===== src/rtl/chan_mux_rr_if.sv =====
// chan_mux_rr_if -- channel-side and output-side handshake bundle for chan_mux_rr.
//   mode, s       : arbitration mode (0 select, 1 round-robin) and channel select
//   in_valid/data : per-channel offers, channel k data at in_data[k*W +: W]
//   in_ready      : per-channel accept strobe (one-hot or zero)
//   y_valid/y/y_ch: registered output word and its source channel
//   y_ready       : downstream accepts y
// slave = the mux, master = whoever drives channels and consumes y.
interface chan_mux_rr_if #(
  parameter int N = 4,
  parameter int W = 8
);
  localparam int SW = $clog2(N);

  logic              mode;
  logic [SW-1:0]     s;
  logic [N-1:0]      in_valid;
  logic [N*W-1:0]    in_data;
  logic [N-1:0]      in_ready;
  logic              y_valid;
  logic [W-1:0]      y;
  logic [SW-1:0]     y_ch;
  logic              y_ready;

  modport master (
    output mode, s, in_valid, in_data, y_ready,
    input  in_ready, y_valid, y, y_ch
  );

  modport slave (
    input  mode, s, in_valid, in_data, y_ready,
    output in_ready, y_valid, y, y_ch
  );
endinterface


===== src/rtl/chan_mux_rr.sv =====
// chan_mux_rr -- N-channel to 1 registered mux with select-driven or
// round-robin arbitration and a single-entry output register.
//   clk, rst_n : clock, asynchronous active-low reset
//   bus        : chan_mux_rr_if slave (see interface header for signals)
// A word is accepted from the granted channel whenever the output register
// is empty or being drained this cycle, so throughput is one word per clock.

// Per-channel slice: select-mode request decode and accept strobe.
module chan_mux_rr_lane #(
  parameter int SW = 2,
  parameter int K  = 0
) (
  input  logic          valid,
  input  logic [SW-1:0] s,
  input  logic          gnt,
  input  logic          ld,
  output logic          sel_req,
  output logic          ready
);
  // s values with no matching lane (s >= N) simply never hit.
  assign sel_req = valid & (s == SW'(K));
  assign ready   = gnt & ld;
endmodule

module chan_mux_rr #(
  parameter int N  = 4,
  parameter int W  = 8,
  localparam int SW = $clog2(N)
) (
  input  logic          clk,
  input  logic          rst_n,
  chan_mux_rr_if.slave  bus
);

  logic [SW-1:0] ptr;
  logic [SW-1:0] g;
  logic          gv;
  logic          ld;
  logic [N-1:0]  sel_req;
  logic [N-1:0]  gnt_oh;
  logic [N-1:0]  rdy;
  logic [W-1:0]  din;

  logic          y_valid_q;
  logic [W-1:0]  y_q;
  logic [SW-1:0] y_ch_q;

  // Load when empty or draining; y_ready reaches in_ready only, never y.
  assign ld = ~y_valid_q | bus.y_ready;

  // Grant: decoded select in mode 0, first valid from ptr upward in mode 1.
  // The rotating search walks downward so the lowest offset wins last.
  always_comb begin
    int idx;
    idx = 0;
    g   = '0;
    gv  = 1'b0;
    if (!bus.mode) begin
      for (int k = 0; k < N; k++) begin
        if (sel_req[k]) begin
          g  = SW'(k);
          gv = 1'b1;
        end
      end
    end else begin
      for (int i = N - 1; i >= 0; i--) begin
        idx = (int'(ptr) + i) % N;
        if (bus.in_valid[idx]) begin
          g  = SW'(idx);
          gv = 1'b1;
        end
      end
    end
  end

  // One-hot grant, suppressed during reset so in_ready stays low.
  always_comb begin
    gnt_oh = '0;
    din    = '0;
    for (int k = 0; k < N; k++) begin
      gnt_oh[k] = gv & rst_n & (g == SW'(k));
      if (g == SW'(k)) din = bus.in_data[k*W +: W];
    end
  end

  for (genvar k = 0; k < N; k++) begin : g_lane
    chan_mux_rr_lane #(.SW(SW), .K(k)) u_lane (
      .valid   (bus.in_valid[k]),
      .s       (bus.s),
      .gnt     (gnt_oh[k]),
      .ld      (ld),
      .sel_req (sel_req[k]),
      .ready   (rdy[k])
    );
  end

  assign bus.in_ready = rdy;

  always_ff @(posedge clk or negedge rst_n) begin
    if (!rst_n) begin
      y_valid_q <= 1'b0;
      y_q       <= '0;
      y_ch_q    <= '0;
      ptr       <= '0;
    end else if (ld && gv) begin
      y_valid_q <= 1'b1;
      y_q       <= din;
      y_ch_q    <= g;
      // Pointer advances past the winner on round-robin transfers only.
      if (bus.mode) ptr <= (int'(g) == N - 1) ? '0 : g + 1'b1;
    end else if (y_valid_q && bus.y_ready) begin
      y_valid_q <= 1'b0;
    end
  end

  assign bus.y_valid = y_valid_q;
  assign bus.y       = y_q;
  assign bus.y_ch    = y_ch_q;

endmodule


===== src/flat_wrapper.sv =====
// flat-port wrapper written by rule: the top's interface ports become plain ports
module chan_mux_rr_flat 
#(
  parameter int N  = 4,
  parameter int W  = 8,
  localparam int SW = $clog2(N)
)
  (clk, rst_n, bus_mode, bus_s, bus_in_valid, bus_in_data, bus_y_ready, bus_in_ready, bus_y_valid, bus_y, bus_y_ch);
  chan_mux_rr_if #(.N(N), .W(W)) bus_i ();
  input  logic clk;
  input  logic rst_n;
  input wire logic [$bits(bus_i.mode)-1:0] bus_mode;
  input wire logic [$bits(bus_i.s)-1:0] bus_s;
  input wire logic [$bits(bus_i.in_valid)-1:0] bus_in_valid;
  input wire logic [$bits(bus_i.in_data)-1:0] bus_in_data;
  input wire logic [$bits(bus_i.y_ready)-1:0] bus_y_ready;
  output wire logic [$bits(bus_i.in_ready)-1:0] bus_in_ready;
  output wire logic [$bits(bus_i.y_valid)-1:0] bus_y_valid;
  output wire logic [$bits(bus_i.y)-1:0] bus_y;
  output wire logic [$bits(bus_i.y_ch)-1:0] bus_y_ch;
  assign bus_i.mode = bus_mode;
  assign bus_i.s = bus_s;
  assign bus_i.in_valid = bus_in_valid;
  assign bus_i.in_data = bus_in_data;
  assign bus_i.y_ready = bus_y_ready;
  assign bus_in_ready = bus_i.in_ready;
  assign bus_y_valid = bus_i.y_valid;
  assign bus_y = bus_i.y;
  assign bus_y_ch = bus_i.y_ch;
  chan_mux_rr #(.N(N), .W(W)) u_core (.clk(clk), .rst_n(rst_n), .bus(bus_i));
endmodule

===== config.mk =====
export PLATFORM = sky130hd
export DESIGN_NAME = chan_mux_rr_flat
export DESIGN_NICKNAME = d
export VERILOG_FILES = /design/src/rtl/chan_mux_rr_if.sv /design/src/rtl/chan_mux_rr.sv /design/src/flat_wrapper.sv
export SDC_FILE = /design/constraint.sdc
export NUM_CORES = 1
export LEC_CHECK = 0
export ABC_CLOCK_PERIOD_IN_PS = 3050
export BUFFER_PORTS_ARGS = -buffer_cell sky130_fd_sc_hd__buf_2
export CAP_MARGIN = 0
export CORE_MARGIN = 10
export CORE_UTILIZATION = 40
export DETAILED_ROUTE_END_ITERATION = 7
export GPL_TIMING_DRIVEN = 0
export PLACE_DENSITY = 0.75
export SLEW_MARGIN = 20
export SYNTH_ARGS = -nofsm -noshare
export SYNTH_HDL_FRONTEND = slang
export SYNTH_HIERARCHICAL = 1
export SYNTH_SLANG_ARGS = --single-unit

===== constraint.sdc =====
create_clock -name clk -period 3.05 [get_ports clk]
set_clock_uncertainty 0.2 [all_clocks]
set_input_delay 0.61 -clock clk [delete_from_list [all_inputs] [get_ports clk]]
set_output_delay 0.61 -clock clk [all_outputs]
set_load 0.1 [all_outputs]

==> results.sh <==
export IMPL_arrival_ps=2210
export IMPL_ios=57
export IMPL_start_kind="input pin"
export IMPL_cts_tree="built"
export IMPL_grt_pass1_vias=1234
export IMPL_routabilityCongestion=0.827
export IMPL_path_depth=10
export IMPL_die_h_um=72.3
export IMPL_endpoint_kind="primary output"
export IMPL_drc=0
export IMPL_relSlewSlack_pct=66.3
export IMPL_slew_violations=0
export IMPL_hold_violations=0
export IMPL_root_buffer="clkbuf_4"
export IMPL_status="complete, no violations"
export IMPL_rsz0062_at_grt="yes"
export IMPL_grt_pass1_wl_um=5690
export IMPL_num_rows=18
export IMPL_grt_usage_pct=13.0
export IMPL_critPathTopFamily="compound AO/OA/AOI/OAI gates"
export IMPL_initial_utilization_pct=43.1
export IMPL_crit_required_ps=2240
export IMPL_criticalPathCategory="in -> out"
export IMPL_synthesis_nets=165
export IMPL_path_buf_inv=4
export IMPL_layout_drive_gt1_share_pct=56.4
export IMPL_synth_warnings=6
export IMPL_drt_iter0_markers=80
export IMPL_via_per_inst=5.51
export IMPL_async_flop_share_pct=100
export IMPL_synth_cell_type_count=34
export IMPL_diodes=0
export IMPL_ant_nets=0
export IMPL_min_delay_path_class="in -> async"
export IMPL_whs_ps=33.7
export IMPL_cpPeakStageDelay_ps=270
export IMPL_cts_hold_buf=0
export IMPL_fmax_ghz=0.331
export IMPL_finalNetCount=228
export IMPL_grt_max_degree=18
export IMPL_syn_area_um2=1100
export IMPL_port_buffers=55
export IMPL_peakVddDrop_mv=0.799
export IMPL_crit_chain="buf_2 > a21boi_0 > o21ai_2 > a41oi_4 > inv_2 > ha_4 > clkbuf_8 > and3_1 > and2_4 > buf_12"
export IMPL_fin_crit_ps=3020
export IMPL_crit_slowest_cell="a41oi_4"
export IMPL_multiInputGateArea_um2=846
export IMPL_setup_viol=0
export IMPL_p_total_uw=1250
export IMPL_synth_seq_cells=13
export IMPL_regArea_um2=327
export IMPL_globalRouteOverflowTotal=0
export IMPL_postSynthCellCount=119
export IMPL_clkSinkCount=13
export IMPL_cts_buffers=3
export IMPL_crit_fanout=7
export IMPL_dr_pass1_iters=4
export IMPL_areaGrowthSynthToFinish_pct=51.4
export IMPL_clock_path_buffers=2
export IMPL_leakagePower_uw=0.000785
export IMPL_reg2reg_depth=9
export IMPL_die_area_um2=5230
export IMPL_fin_crit_sh_pct=98.9
export IMPL_drv_cap=0
export IMPL_syn_avg_cell_area_um2=9.21
export IMPL_wl_per_cell_um=16.6
export IMPL_cts_htree_levels=1
export IMPL_power_density_nw_per_um2=755
export IMPL_final_core_util_pct=65.2
export IMPL_worst_pin_slew_ps=504
export IMPL_wirelength_um=3500
export IMPL_synth_edf_count=0
export IMPL_nFillCells=203
export IMPL_clkSlewWorstSetupHoldPaths_ps=80
export IMPL_via_count=1163
export IMPL_die_x_um=72.3
export IMPL_seq_area_frac_synth_pct=29.7
export IMPL_synth_ff_type="dfrtp_1"
export IMPL_dpl_hpwl_um=2670
export IMPL_core_um2=2540
export IMPL_grt_antenna_before_repair=0
export IMPL_clk_latency_ps=270
[worst paths after layout]
path	to	slack (ps)	start
min	u_core/bus.y[6]	30	rst_n
max	bus_in_ready[1]	30	bus_in_valid[0]
max in group asynchronous	u_core/ptr[1]	2340	rst_n
min in group clk	u_core/bus.y[2]	310	u_core/bus.y[2]
max reg2reg	u_core/bus.y[7]	370	u_core/ptr[1]
min reg2reg	u_core/bus.y[2]	310	u_core/bus.y[2]
[report_power, final]
part           leakage [uW]  total, uW  internal, uW  switching [uW]
registers          0.000154        276           235            41.7
clock network     0.0000150        106          50.7            55.3
logic              0.000616        871           262             608
total              0.000785       1250           547             705
[metal layers]
| metal | global-route usage, % | wire length [um] | share of wire [%] |
|---|---|---|---|
| met5 | 0 | 0 | 0 |
| met4 | 5.16 | 27 | 0.77 |
| met3 | 4.22 | 387 | 11 |
| met2 | 21.7 | 1580 | 45 |
| met1 | 14.9 | 1510 | 43 |
[Yosys cell counts (2+ instances only)]
| master | count | share of area [%] |
|---|---|---|
| ha_1 | 4 | 4.6 |
| clkbuf_1 | 3 | 1.0 |
| a22o_1 | 3 | 2.4 |
| nand2_1 | 14 | 4.8 |
| and2_1 | 5 | 2.9 |
| a221oi_1 | 7 | 5.6 |
| a21oi_1 | 4 | 1.8 |
| o31ai_1 | 8 | 5.5 |
| and3_1 | 6 | 3.4 |
| nor2_1 | 5 | 1.7 |
| nand2b_1 | 3 | 1.7 |
| inv_1 | 3 | 1.0 |
| o21ai_0 | 4 | 1.8 |
| and3b_1 | 2 | 1.6 |
| mux2_4 | 8 | 11 |
| nor2b_1 | 10 | 5.7 |
| dfrtp_1 | 13 | 30 |
[layout by cell type, fill, tap and decap left out, types with 2 or more instances in the layout]
master	n
a21oi_1	3
a221oi_1	7
a22o_1	3
and2_4	5
and3_1	4
and3_4	2
buf_12	3
buf_2	51
buf_4	6
buf_6	2
clkbuf_4	3
dfrtp_1	12
ha_4	3
inv_1	2
mux2_4	8
nand2_1	12
nand2_2	2
nand2b_1	3
nor2_1	3
nor2_2	2
nor2b_1	10
o21ai_1	2
o21ai_2	2
o31ai_1	7
[state kept, by name, indices dropped and copies added (netlist names)]
signal,count
u_core/bus.y,8
u_core/bus.y_ch,2
u_core/bus.y_valid,1
u_core/ptr,2
[through the flow]
stage,worst slack (ps),cell area (um^2),std cells,TNS [ps]
2_1_floorplan,-60.7,1110,119,-60.7
3_3_place_gp,-697,1420,204,-1970
3_5_place_dp,-741,1420,204,-2120
4_1_cts,-16.1,1610,211,-16.9
5_1_grt,-33.3,1660,211,-76.7
6_report,33.1,1660,211,0
[logic make-up (layout without fill, tap and decap cells)]
logic type      after synthesis  in the layout  synth area share (%)
flops                        13             13                  29.7
buf+inv                       9             71                  4.11
mux                          10             10                  12.9
compound gates               32             32                  21.7
simple gates                 51             51                  27.1
fa+ha+maj                     4              4                  4.57
[repair_timing]
item                       in CTS  in global routing
gates cloned                    0                  0
setup buffers                   5                  1
gates resized for setup        34                 15
setup endpoints to repair       4                  4
hold endpoints to repair        0                  0
pin swaps                       5                  6
[final cells by class]
type | instances | area share, %
Inverter | 3 | 0.679
Sequential cell | 13 | 19.7
Timing Repair Buffer | 61 | 22.9
Clock buffer | 4 | 1.58
Buffer | 3 | 1.96
Tap cell | 30 | 2.26
Multi-Input combinational cell | 97 | 51.0
Note: power is estimated with default switching activity, not from simulation.
